<file path="src/rtl/crc_rr_scheduler.sv">
// Round-robin scheduler sharing one bit-serial CRC-4 engine among N_REQ
// requesters. A granted 3-bit word takes three division steps. The 4-bit
// remainder is then returned, tagged with the ID of the requester it came from.

// Per-requester priority rank relative to the last granted requester:
// rank 0 is the requester right after r_last, wrapping modulo N_REQ.
module crc_rr_lane #(
    parameter int N_REQ = 4,
    parameter int ID_W  = 2,
    parameter int K     = 0
) (
    input  logic [ID_W-1:0] last,
    output logic [ID_W-1:0] rank
);
    localparam logic [ID_W:0] KK = K[ID_W:0];
    localparam logic [ID_W:0] NR = N_REQ[ID_W:0];

    logic [ID_W:0] last_x;
    logic [ID_W:0] rank_x;
    logic          unused_rank_msb;

    // Distance from last+1 to this lane, computed without a modulo operator
    always_comb begin
        last_x = {1'b0, last};
        if (KK > last_x) rank_x = KK - last_x - 1'b1;
        else             rank_x = KK + NR - last_x - 1'b1;
    end

    assign rank            = rank_x[ID_W-1:0];
    assign unused_rank_msb = rank_x[ID_W];
endmodule

module crc_rr_scheduler #(
    parameter int          N_REQ = 4,
    parameter int          ID_W  = 2,
    parameter logic [4:0]  GPE   = 5'b10111
) (
    input  logic                 i_clk,
    input  logic                 i_reset_n,
    input  logic                 i_en,
    input  logic [N_REQ-1:0]     i_req,
    input  logic [3*N_REQ-1:0]   i_data,
    output logic [N_REQ-1:0]     o_gnt,
    output logic                 o_busy,
    output logic [3:0]           o_crc,
    output logic [ID_W-1:0]      o_crc_id,
    output logic                 o_crc_valid
);
    typedef enum logic {IDLE, SHIFT} state_t;

    state_t                       state, state_n;
    logic [1:0]                   r_step, step_n;
    logic [7:0]                   sr, sr_n, sr_step;
    logic [ID_W-1:0]              r_last, last_n;
    logic [ID_W-1:0]              r_id, id_n;
    logic [N_REQ-1:0]             gnt_n;
    logic                         busy_n, valid_n;
    logic [3:0]                   crc_n;
    logic [ID_W-1:0]              crc_id_n;

    logic [N_REQ-1:0][2:0]        data_w;
    logic [N_REQ-1:0][ID_W-1:0]   rank;
    logic [ID_W-1:0]              sel_id, best;
    logic                         sel_found;
    logic                         unused_sr_msb;

    // Per-requester data slicing and rank computation
    for (genvar k = 0; k < N_REQ; k++) begin : g_lane
        assign data_w[k] = i_data[3*k+2:3*k];
        crc_rr_lane #(.N_REQ(N_REQ), .ID_W(ID_W), .K(k)) u_lane (
            .last (r_last),
            .rank (rank[k])
        );
    end

    // Pick the requesting lane with the lowest rank (closest after r_last)
    always_comb begin
        sel_found = 1'b0;
        sel_id    = '0;
        best      = '1;
        for (int k = 0; k < N_REQ; k++) begin
            if (i_req[k] && (!sel_found || rank[k] < best)) begin
                sel_found = 1'b1;
                best      = rank[k];
                sel_id    = ID_W'(k);
            end
        end
    end

    // One long-division step: subtract GPE when the leading bit is set.
    // sr[7] always clears after the XOR because the MSB of GPE is 1.
    always_comb begin
        if (sr[6]) sr_step = {sr[6:2] ^ GPE, sr[1:0], 1'b0};
        else       sr_step = {sr[6:0], 1'b0};
    end
    assign unused_sr_msb = sr[7];

    // Next-state and next-output logic
    always_comb begin
        state_n  = state;
        step_n   = r_step;
        sr_n     = sr;
        last_n   = r_last;
        id_n     = r_id;
        gnt_n    = '0;
        busy_n   = o_busy;
        valid_n  = 1'b0;
        crc_n    = o_crc;
        crc_id_n = o_crc_id;
        case (state)
            IDLE: begin
                if (i_en && sel_found) begin
                    sr_n    = {1'b0, data_w[sel_id], 4'b0000};
                    gnt_n   = {{(N_REQ-1){1'b0}}, 1'b1} << sel_id;
                    last_n  = sel_id;
                    id_n    = sel_id;
                    busy_n  = 1'b1;
                    step_n  = 2'd0;
                    state_n = SHIFT;
                end
            end
            SHIFT: begin
                sr_n   = sr_step;
                step_n = r_step + 2'd1;
                if (r_step == 2'd2) begin
                    crc_n    = sr_step[6:3];
                    crc_id_n = r_id;
                    valid_n  = 1'b1;
                    busy_n   = 1'b0;
                    step_n   = 2'd0;
                    state_n  = IDLE;
                end
            end
            default: state_n = IDLE;
        endcase
    end

    // State and output registers; reset discards any in-flight word
    always_ff @(posedge i_clk or negedge i_reset_n) begin
        if (!i_reset_n) begin
            state       <= IDLE;
            r_step      <= '0;
            sr          <= '0;
            r_last      <= ID_W'(N_REQ-1);
            r_id        <= '0;
            o_gnt       <= '0;
            o_busy      <= 1'b0;
            o_crc       <= '0;
            o_crc_id    <= '0;
            o_crc_valid <= 1'b0;
        end else begin
            state       <= state_n;
            r_step      <= step_n;
            sr          <= sr_n;
            r_last      <= last_n;
            r_id        <= id_n;
            o_gnt       <= gnt_n;
            o_busy      <= busy_n;
            o_crc       <= crc_n;
            o_crc_id    <= crc_id_n;
            o_crc_valid <= valid_n;
        end
    end
endmodule

</file>
<file path="config.mk">
export PLATFORM = sky130hd
export DESIGN_NAME = crc_rr_scheduler
export DESIGN_NICKNAME = d
export VERILOG_FILES = /design/src/rtl/crc_rr_scheduler.sv
export SDC_FILE = /design/constraint.sdc
export NUM_CORES = 1
export LEC_CHECK = 0
export CAP_MARGIN = 20
export CELL_PAD_IN_SITES_DETAIL_PLACEMENT = 0
export CELL_PAD_IN_SITES_GLOBAL_PLACEMENT = 1
export CORE_MARGIN = 2
export CORE_UTILIZATION = 34
export DETAILED_ROUTE_END_ITERATION = 7
export PLACE_DENSITY_LB_ADDON = 0.12
export SKIP_CTS_REPAIR_TIMING = 1
export SYNTH_ARGS = -nofsm -noshare
export SYNTH_HDL_FRONTEND = slang
export SYNTH_SLANG_ARGS = --single-unit
</file>
<file path="constraint.sdc">
create_clock -name i_clk -period 9.3 [get_ports i_clk]
set_clock_uncertainty 0.1 [all_clocks]
set_input_delay 0.93 -clock i_clk [delete_from_list [all_inputs] [get_ports i_clk]]
set_output_delay 0.93 -clock i_clk [all_outputs]
set_load 0.1 [all_outputs]
</file>
### Word level (Yosys, flattened, before mapping)

Cells that the tools add are included.

* add/subtract/negate cells: 15
* multiply operators: 0
* div/mod/pow operators: 0
* order comparisons: 7
* equal/unequal tests: 3
* shifts and indexed selects: 1
* mux-type cells: 31
* bitwise logic cells: 2
* reduce and logical (&&, ||, !) cells: 13

Operators with widths (number)
* two-way mux 2 bit: 10
* one-hot mux 7 bit (2 select lines): 1
* subtractor 2 x 1 -> 2 bit, second input constant: 7
* two-way mux 1 bit: 11
* two-way mux 4 bit: 2
* subtractor 2 bit, first input constant: 4
* two-way mux 7 bit: 1
* binary-select mux 3 bit (select 2 bit): 1
* less-than comparator 2 bit: 3
* two-way mux 6 bit: 1
* AND reduction 2 bit: 3
* subtractor 1 x 2 -> 2 bit, first input constant: 3
* greater-than comparator 2 bit, first input constant: 2
* logical AND 1 bit: 4
* one-hot mux 1 bit (2 select lines): 2
* one-hot mux 2 bit (2 select lines): 1
* left shift 1 x 2 -> 4 bit, first input constant: 1
* zero test 1 bit: 3
* logical OR 1 bit: 3
* less-than comparator 2 x 3 -> 1 bit, second input constant: 1
* two-way mux 3 bit: 1
* inverter 3 bit: 1
* adder 2 x 1 -> 2 bit, second input constant: 1
* equality test 2 bit, second input constant: 1
* 4 further kinds: 4

* flip-flop bits (word level): 26
* latch bits: 0
* bits in writable memories: 0
* bits in read-only memories: 0
* bits of input ports: 19
* output and inout port bits: 12
* logic and storage cells: 82
* memories: 0

### Longest topological paths before layout

* word-level depth: 19
* gate-level depth with buffers: 12
* gate-level depth less buffers: 12

### Modules after synthesis

A second synthesis with hierarchy kept.

* cells, all modules: 129
* area, all modules: 1308.8 µm²

By module, submodules not included
* crc_rr_scheduler: instances 1, cells an instance 121, area an instance 1257.5 µm², sequential area each 578.1 µm²
* crc_rr_lane at g_lane[1].u_lane ...: instances 2, cells an instance 2, area an instance 16.3 µm², sequential area each 0.0 µm²
* crc_rr_lane at g_lane[2].u_lane: instances 1, cells an instance 2, area an instance 11.3 µm², sequential area each 0.0 µm²
* crc_rr_lane at g_lane[0].u_lane: instances 1, cells an instance 2, area an instance 7.5 µm², sequential area each 0.0 µm²

### Least setup slack after synthesis

No wires, ideal clock.

* kind: in2reg
* from: input i_req[0]
* to: register r_id[0]
* library setup time: 0.121 ns
* arrival: 3.083 ns
* data required time: 9.079 ns
* slack: 5.996 ns
* cell stages on the path: 11
* buffers on the path: 0
* path through: a22o_2 ha_1 o22ai_1 o21ai_4 mux2_2 ha_1 o32ai_1 and2_1 nor3_2 o21ai_2 o22a_1

* cells in the longest elaborated chain, start to end: 15
* elaborated cells on any way between the ends: 24
* those cells by class: 3 x order compare; 10 x mux; 11 x reduce/logical

Ends and longest elaborated chain
* start, declared: RTL line 41 `input logic [N_REQ-1:0] i_req,`
* two-way mux 2 bit or two-way mux 1 bit (tied branches): RTL line 82 `if (i_req[k] && (!sel_found || rank[k] < best)) begin`
* less-than comparator 2 bit or zero test 1 bit (tied branches): RTL line 82
* logical OR 1 bit: RTL line 82
* logical AND 1 bit: RTL line 82
* two-way mux 2 bit or two-way mux 1 bit (tied branches): RTL line 82
* less-than comparator 2 bit or zero test 1 bit (tied branches): RTL line 82
* logical OR 1 bit: RTL line 82
* logical AND 1 bit: RTL line 82
* two-way mux 2 bit or two-way mux 1 bit (tied branches): RTL line 82
* less-than comparator 2 bit or zero test 1 bit (tied branches): RTL line 82
* logical OR 1 bit: RTL line 82
* logical AND 1 bit: RTL line 82
* two-way mux 1 bit: RTL line 82
* logical AND 1 bit: RTL line 112 `if (i_en && sel_found) begin`
* AND reduction 2 bit (no line)
* end signal, assigned: RTL line 156 `r_id <= id_n;`
* end, declared: RTL line 55 `logic [ID_W-1:0] r_id, id_n;`

Several ways; a longest one is shown, not always the timed one.
A chain may end at the register's enable or synchronous reset.

### Final worst setup path

Ends and elaborated chain as after synthesis.

==> impl_results.md <==
- Inst Count DP: 178
- RSZ-0062 raised after global routing: no
- Post-synthesis cell type count: 37
- Multi-input logic area: 517 um2
- Ant diodes: 0
- Sequential share of the synthesized area: 51.0%
- CTS Buf Count: 3
- Worst path slowest cell: clkdlybuf4s50_1
- Cell area after placement: about 1500 um2
- Pwr Density: 378 nW/um2
- Fin nets: 160
- Core area: 3100 um2
- Share of layout cells above drive strength 1: 15.9%
- Async S/R FF share, synth: 100%
- Critical path startpoint category: primary input
- Largest net degree at the start of global routing: 24
- Worst setup path startpoint: i_req[0]
- Clk pin slew, worst setup/hold paths: 0.11 ns
- Clk_lat worst skew: ~0.3 ns
- Crit-path max FO: 6
- Hold Fails Final Rpt: 0
- CTS root buf: clkbuf_4
- Status: finished, final reports clean
- Most used cell, CP: ha_1
- Post-synth EDFFs: 0
- Final wirelength: 2250 um
- Initial antenna violation count: 0
- Die W: 61.7 um
- First-pass GRT wire length: 3930 um
- Final-layout fill cell count: 314
- Worst-Margin Slew: 0.973 ns
- CP peak stage delay: 0.52 ns
- RD Place Congestion: 0.767
- Hold_sp: r_id[0]$_DFFE_PN0P_
- Largest area contributor in the synthesized netlist: dfrtp_1
- Synth warnings: 0
- Arrival time worst endpoint: 3.89 ns
- Pre-CTS setup slack: 5.19 ns
- Rel. slew slack: a little over a third
- Initial DRT Pass Iterations: 4
- TNS Setup: 0 ns
- Pwr Total: 0.567 mW
- Post-synth top flop: dfrtp_1
- Worst EP required: 9.40 ns
- Top cell type's share of synthesized area: between 40% and 50%
- Clock Path Buffers: 2
- # Max-Cap Violations: 0
- Avg Cell Area, Syn: 10.7 um2
- Critical path class: primary input to flip-flop
- Total congestion overflow: 0
- Mapped Area: 1130 um2
- Sequential cell area: 578 um2
- Yosys reg bits: 23
- CTS tree: done
- Top cells by count, synth: dfrtp_1, nand2_1, inv_1
- Top-count cell post-synth: dfrtp_1
- H-tree Lvls: 1
- Total track usage: 14.2%
- Total number of vias: 878
- Cells along the critical path: clkdlybuf4s50_1 -> a22o_2 -> ha_1 -> o22ai_1 -> o21ai_4 -> mux2_2 -> ha_1 -> o32ai_1 -> and2_1 -> nor3_2 -> o21ai_2 -> o22a_1
- Post-route cell area: ~1500 um2
- Die height: roughly 62 um
- Initial core utilization: 36.5%
- Routed len/inst: between 10 and 15 um
- Static Leak: 0.658 nW
- Max-slew violations: 0
- Drt via density: approximately 4.8
- CTS Sinks: 23
- Fin Hold WS: 0.384 ns
- I/O Buffers: 30
- Synthesized Nets: 127
- # rows: 20
- Number of global-route vias before repair: 899
- Drt first-iter violations: 17
- Top post-synthesis cells by area: dfrtp_1, nand2_1, dfstp_2, mux2_2, mux2i_1
- RR Startpoint: r_last[1]$_DFFE_PN1P_
- Minimum clock period: around 3.8 ns
- # IOs: 31
- Crit path capture type: flip-flop
- Fmax: 0.264 GHz
- Die Area: 3810 um2
- Period utilisation layout: 40.8%
- VDD IR max: approximately 0.00012 V
- Final setup fails: 0
- Detail Route Antenna Nets: 0
- Hold/Removal Path Class: flip-flop to flip-flop
- Post-route DRC: 0
- DP HPWL: 1770 um
- Synthesized instance count: ~110
- Final Core Density: 48.4%
- Crit path setup slack, layout: between 5 and 6 ns
- Layout Cells excl Fill: 182
- Area growth, synth to finish: 32.6%
-- worst max-delay path, delay by kind of cell --
family / cells / cell delay (ns)
AO/OA/AOI/OAI: 6 / 1.09
adder cells (fa/ha/maj): 2 / 0.59
buffers and inverters: 1 / 0.52
multiplexers: 1 / 0.37
AND/OR/NAND/NOR: 2 / 0.39
-- state kept, by name, indices dropped and copies added, names as in the netlist --
signal and cells:
o_crc 4, o_gnt 4, sr 4, o_crc_id 2
r_id 2, r_last 2, r_step 2, o_busy 1
o_crc_valid 1, state 1
-- path summary, 6_finish.rpt --
check                           cells past startpoint                 endpoint  slack [ns]
worst min-delay path                                2  o_crc_id[0]$_DFFE_PN0P_        0.38
min in group asynchronous                           1     o_crc[3]$_DFFE_PN0P_        1.05
max in group asynchronous                           1          state$_DFF_PN0_        7.46
worst min register to register                      2  o_crc_id[0]$_DFFE_PN0P_        0.38
worst max-delay path                               12      r_id[0]$_DFFE_PN0P_        5.51
worst max register to register                     12      r_id[0]$_DFFE_PN0P_        6.00
-- metal layers --
layer	part of all wire, %	GRT usage (%)	vias up
met1	46	17.1	402
li1	-	-	436
met3	5.6	3.11	4
met2	47	23.3	36
met4	1.3	8.21	0
met5	0	0	-
-- cell families after synthesis --
kind of cell	Yosys count	share of synthesized area, %
flip-flops	23	51.0
multiplexers	7	6.62
buffers and inverters	9	3.42
XOR/XNOR	3	2.32
adder cells (fa/ha/maj)	2	2.21
AND/OR/NAND/NOR	35	14.7
AO/OA/AOI/OAI	27	19.8
-- area by class of cell --
| cell class | count | share of cell area, % |
|---|---|---|
| flip-flops and latches | 23 | 38.5 |
| multi-input cells | 74 | 34.4 |
| repair buffers | 30 | 20.0 |
| well taps | 44 | 3.66 |
| clock buffers | 4 | 1.75 |
| inverters | 7 | 1.75 |
-- cells in the final DEF (no fill, tap or decap), drive strengths merged, types with 4 or more instances in the layout --
cell,n
clkdlybuf4s50,30
nand2,18
dfrtp,21
nor2,8
o21ai,8
clkbuf,4
inv,7
mux2,4
-- report_power, final --
part / switching, mW / internal (mW)
registers: 0.0345 / 0.145
clock network: 0.0273 / 0.0167
logic: 0.228 / 0.115
total: 0.290 / 0.278
(Power assumes the default switching activity.)
==> patch 1 (same flow settings) <==
The parameter `GPE` goes from 5'b10111 to 5'b01011.
--- a/src/rtl/crc_rr_scheduler.sv
+++ b/src/rtl/crc_rr_scheduler.sv
@@ -35,3 +35,3 @@
     parameter int          ID_W  = 2,
-    parameter logic [4:0]  GPE   = 5'b10111
+    parameter logic [4:0]  GPE   = 5'b01011
 ) (
Function: changed (Yosys sat finds a counterexample within 10 cycles, from zero or initial values and one cycle with i_reset_n low).
==> patch 1 against the unedited design <==
Sequential share of layout area fell by 0.94 points; register-to-register slack better by 0.34 ns; worst setup slack gained 0.13 ns; wire length grew 4.7%; final cell count up 3.3%; critical path depth grew 2; final area up 2.5%; maximum frequency grew 3.6%; sequential cell count did not move; sequential power about the same; power is 0.78% higher; area after synthesis is 0.99% higher; largest cell class unchanged.
==> patch 1: results (changes against the unedited design) <==
| Metric | Value |
|---|---|
| Post-Syn Nets | 129 (+1.6%) |
| LEAKAGE | 0.692 nW (+5.1%) |
| Distinct cell type count after synthesis | 38 (+2.7%) |
| Synth cell count leaders | dfrtp_1, nand2_1, inv_1, nor2_1 |
| Synth Area in XOR/XNOR | 2.30% (-0.023 points) |
| Worst VDD drop | 0.136 mV (+9.7%) |
| Min-delay src | r_id[1]$_DFFE_PN0P_ |
| Initial DRT Pass Iterations | 4 (unchanged) |
| DP HPWL | 1780 microns (+0.58%) |
| Adder-Cell Fraction of Synth Area | 2.19% (-0.022 points) |
| Total GRT Usage | 13.8% (-0.37 points) |
| Worst Max-Slew Pin Slew | 0.976 ns (+0.00216 ns) |
| Reg2reg setup slack | 6.34 ns (+0.34 ns) |
| Reg2Reg Capture Point | sr[4]$_DFFE_PN0P_ |
| Mux share of post-synthesis cell area | 7.43% (+0.81 points) |
| Largest registers | o_crc (4), o_gnt (4), sr (4) |
| Reg clk slew, reported paths | 0.13 ns (+0.02 ns) |
| Clk_lat worst skew | about 0.31 ns |
| Ranking of synthesized cells by area | dfrtp_1, nand2_1, dfstp_2, mux2_2, mux2i_1 |
| Final wirelength | 2350 microns (+4.7%) |
| Number of global-route vias before repair | 880 (-2.1%) |
| # nets final | 164 (+2.5%) |
| First-pass GRT wire length | 3910 microns (-0.36%) |
| Layout cells sized above 1 | 14.8% (-1.2 points) |
| Worst Path Max Fanout | 6 (unchanged) |
| Critical path arrival | 3.75 ns (-0.14 ns) |
| DR iter-0 viols | 32 (+15) |
| Placement Cell Area | 1500 sq um (+1.4%) |
| Sequential cell area fraction in the yosys report | 50.5% (-0.50 points) |
| Worst R2R Path Depth | 13 (+1) |
| Setup WS pre-CTS | 5.30 ns (+0.108 ns) |
| Hold EP | o_crc_id[1]$_DFFE_PN0P_ |
| Worst R2R Start | r_last[1]$_DFFE_PN1P_ |
| Status | finished clean |
| Synth Area in Compound Gates | 18.8% (-0.96 points) |
| RePlAce Congestion | 0.733 (-4.5%) |
| Largest net degree at the start of global routing | 24 (unchanged) |
| Max Cap Violations | 0 (unchanged) |
| Routed vias/inst | 4.72 (-2.2%) |
## patch 1: cell type report
type,instances,area (sq um)
clock buffers,3,22.5
well taps,46,57.6
repair buffers,31,315
multi-input cells,76,532
fillers,329,1740
inverters,8,30.0
flip-flops and latches,23,578
clock inverters,1,5.00
## patch 1: layer usage
| layer | GRT usage [%] | wire, microns | share of wire (%) | vias to the layer above |
|---|---|---|---|---|
| li1 | - | - | - | 441 |
| met2 | 22.5 | 1100 | 47 | 21 |
| met1 | 18.4 | 1130 | 48 | 423 |
| met5 | 0 | 0 | 0 | - |
| met4 | 2.74 | 14 | 0.59 | 0 |
| met3 | 3.93 | 114 | 4.8 | 2 |
## patch 1: logic make-up (layout without fill, tap and decap cells)
family          count (synthesis)  count (layout)
flops                          23              23
xor+xnor                        3               3
compound gates                 26              26
mux                             8               8
buf+inv                         9              43
simple gates                   37              37
fa+ha+maj                       2               2
## patch 1: worst max-delay path by stage
stage	from	end	slack (ns)	depth (start not counted)
3_5_place_dp	i_req[1]	sr[5]$_DFFE_PN0P_	5.30	14
5_1_grt	i_req[1]	sr[5]$_DFFE_PN0P_	5.49	14
3_3_place_gp	i_req[1]	sr[5]$_DFFE_PN0P_	5.39	14
6_report	i_req[1]	sr[4]$_DFFE_PN0P_	5.64	14
2_1_floorplan	i_req[1]	sr[5]$_DFFE_PN0P_	6.11	13
4_1_cts	i_req[1]	sr[5]$_DFFE_PN0P_	5.65	14
## patch 1: metrics by stage
| stage | hold slack, ns | instances | util, % |
|---|---|---|---|
| 3_5_place_dp | 0.360 | 183 | 45.6 |
| 2_1_floorplan | 0.339 | 108 | - |
| 3_3_place_gp | 0.358 | 183 | 45.6 |
| 4_1_cts | 0.392 | 187 | 46.4 |
| 6_report | 0.388 | 188 | 46.9 |
| 5_1_grt | 0.418 | 188 | 46.9 |
## patch 1: report_power, final
group	internal [mW]	switching (mW)
registers	0.146	0.0343
clock network	0.0161	0.0309
logic	0.114	0.231
## patch 1: worst min-delay path: stages (launching register included)
cell and delay [ns]:
dfrtp_1 0.37, nand2_1 0.05, nand2_1 0.05
==> patch 2 (same settings) <==
Made on the original files. Make the reset (`i_reset_n`) synchronous in one clocked block.
--- a/src/rtl/crc_rr_scheduler.sv
+++ b/src/rtl/crc_rr_scheduler.sv
@@ -138,3 +138,3 @@
     // State and output registers; reset discards any in-flight word
-    always_ff @(posedge i_clk or negedge i_reset_n) begin
+    always_ff @(posedge i_clk) begin
         if (!i_reset_n) begin
Formal check against the unedited RTL: differs if i_reset_n is asserted again (counterexample within 4 cycles, from zero or initial values and one cycle with i_reset_n low); with i_reset_n held inactive, the same outputs for 10 cycles.
==> patch 2 against the unedited design <==
Wire length rose by 18%; worst setup slack got worse by 0.52 ns; final area fell by 0.83%; core utilization fell by 3.1 points; area after synthesis rose by 1.8%; sequential cell count did not move.
Power is not compared: it rests on default switching activity, and its combinational part moved more than twofold at a synthesized area within 25%.
==> patch 2: results (changes against the unedited design) <==
| Metric | Value |
|---|---|
| First-pass GRT wire length | 4630 microns (+18%) |
| Synth cell count leaders | dfxtp_1, nand2_1, nor2_1, a22o_1 |
| Synth Area in XOR/XNOR | 2.28% (-0.040 points) |
| DP HPWL | 2030 microns (+15%) |
| Sequential cell area fraction in the yosys report | 39.9% (-11 points) |
| Status | finished clean |
| Worst Path Max Fanout | 11 (+5) |
| Psw | around 0.075 mW |
| Reg2Reg Capture Point | o_gnt[0]$_SDFF_PP0_ |
| Number of global-route vias before repair | 1015 (+13%) |
| CP Launch Point | i_req[1] |
| Ranking of synthesized cells by area | dfxtp_1, a22o_1, nand2_1, mux2i_1, nor2_1 |
| Largest registers | o_crc (4), o_gnt (4), sr (4) |
| Routed vias/inst | 5.06 (+4.8%) |
| Post-Syn Nets | 148 (+17%) |
| Min-delay src | o_busy$_SDFFE_PN0P_ |
| Setup WS pre-CTS | 4.63 ns (-0.560 ns) |
| # nets final | 175 (+9.4%) |
| Worst Max-Slew Pin Slew | 0.967 ns (-0.00598 ns) |
| Mux share of post-synthesis cell area | 3.47% (-3.2 points) |
| Prevailing post-synth register cell | dfxtp_1 |
| Distinct cell type count after synthesis | 40 (+8.1%) |
| Adder-Cell Fraction of Synth Area | 2.17% (-0.038 points) |
| Layout cells sized above 1 | 6.54% (-9.4 points) |
| Async set or reset register ratio after synthesis | 0% (-100 points) |
| Final wirelength | 2640 microns (+18%) |
| Largest net degree at the start of global routing | 14 (-42%) |
| Synth Area in Compound Gates | 25.7% (+5.9 points) |
| RePlAce Congestion | 0.817 (+6.5%) |
| Reg2reg setup slack | 5.92 ns (-0.08 ns) |
| Final worst-path cycle share | 46.4% (+5.6 points) |
| Worst R2R Start | r_last[1]$_SDFFE_PN1P_ |
| DR iter-0 viols | 35 (+18) |
| Hold EP | o_busy$_SDFFE_PN0P_ |
| Critical path arrival | 4.43 ns (+0.54 ns) |
| Total GRT Usage | 14.7% (+0.55 points) |
| Post-synth top area share | 39.9% (-6.4 points) |
## patch 2: cell count changes in the layout (fill, tap and decap cells not counted), moves of 3 or more
| cell | before | now |
|---|---|---|
| a22o_1 | 1 | 7 |
| a31oi_1 | 0 | 3 |
| nor2_1 | 6 | 10 |
| dfxtp_1 | 0 | 23 |
| nand2_1 | 17 | 13 |
| dfrtp_1 | 21 | 0 |
| mux2_2 | 4 | 0 |
| or3b_1 | 0 | 3 |
| nor3_1 | 0 | 6 |
## patch 2: area by class of cell
cell class / instances / area [sq um]
Timing Repair Buffer: 30 / 300
Fill cell: 334 / 1790
Clock buffer: 3 / 22.5
Sequential cell: 23 / 460
Multi-Input combinational cell: 89 / 618
Tap cell: 46 / 57.6
Clock inverter: 1 / 5.00
Inverter: 7 / 26.3
## patch 2: stage by stage
step | hold slack (ns) | utilization, % | std cells | total power, mW | cell area [sq um]
2_1_floorplan | 0.343 | - | 127 | 0.162 | 1150
3_3_place_gp | 0.335 | 44.5 | 195 | 0.180 | 1460
3_5_place_dp | 0.334 | 44.5 | 195 | 0.180 | 1460
4_1_cts | 0.354 | 45.4 | 199 | 0.225 | 1490
5_1_grt | 0.387 | 45.4 | 199 | 0.238 | 1490
6_report | 0.349 | 45.4 | 199 | 0.223 | 1490
## patch 2: critical path: stages
cell,delay (ns)
clkdlybuf4s50_1,0.72
nor3b_1,0.42
a21oi_1,0.11
inv_1,0.08
ha_1,0.22
o22ai_1,0.12
o21ai_2,0.43
mux2i_1,0.15
ha_1,0.21
or3b_1,0.36
a31oi_2,0.20
or3b_1,0.28
and3b_1,0.20
## patch 2: metal layers
layer,wire (microns),part of all wire [%],GRT usage (%),up-vias
met5,0,0,0,-
met4,37,1.4,5.00,0
met3,123,4.7,2.90,5
met2,1220,46,23.9,29
met1,1260,48,19.6,462
li1,-,-,-,510
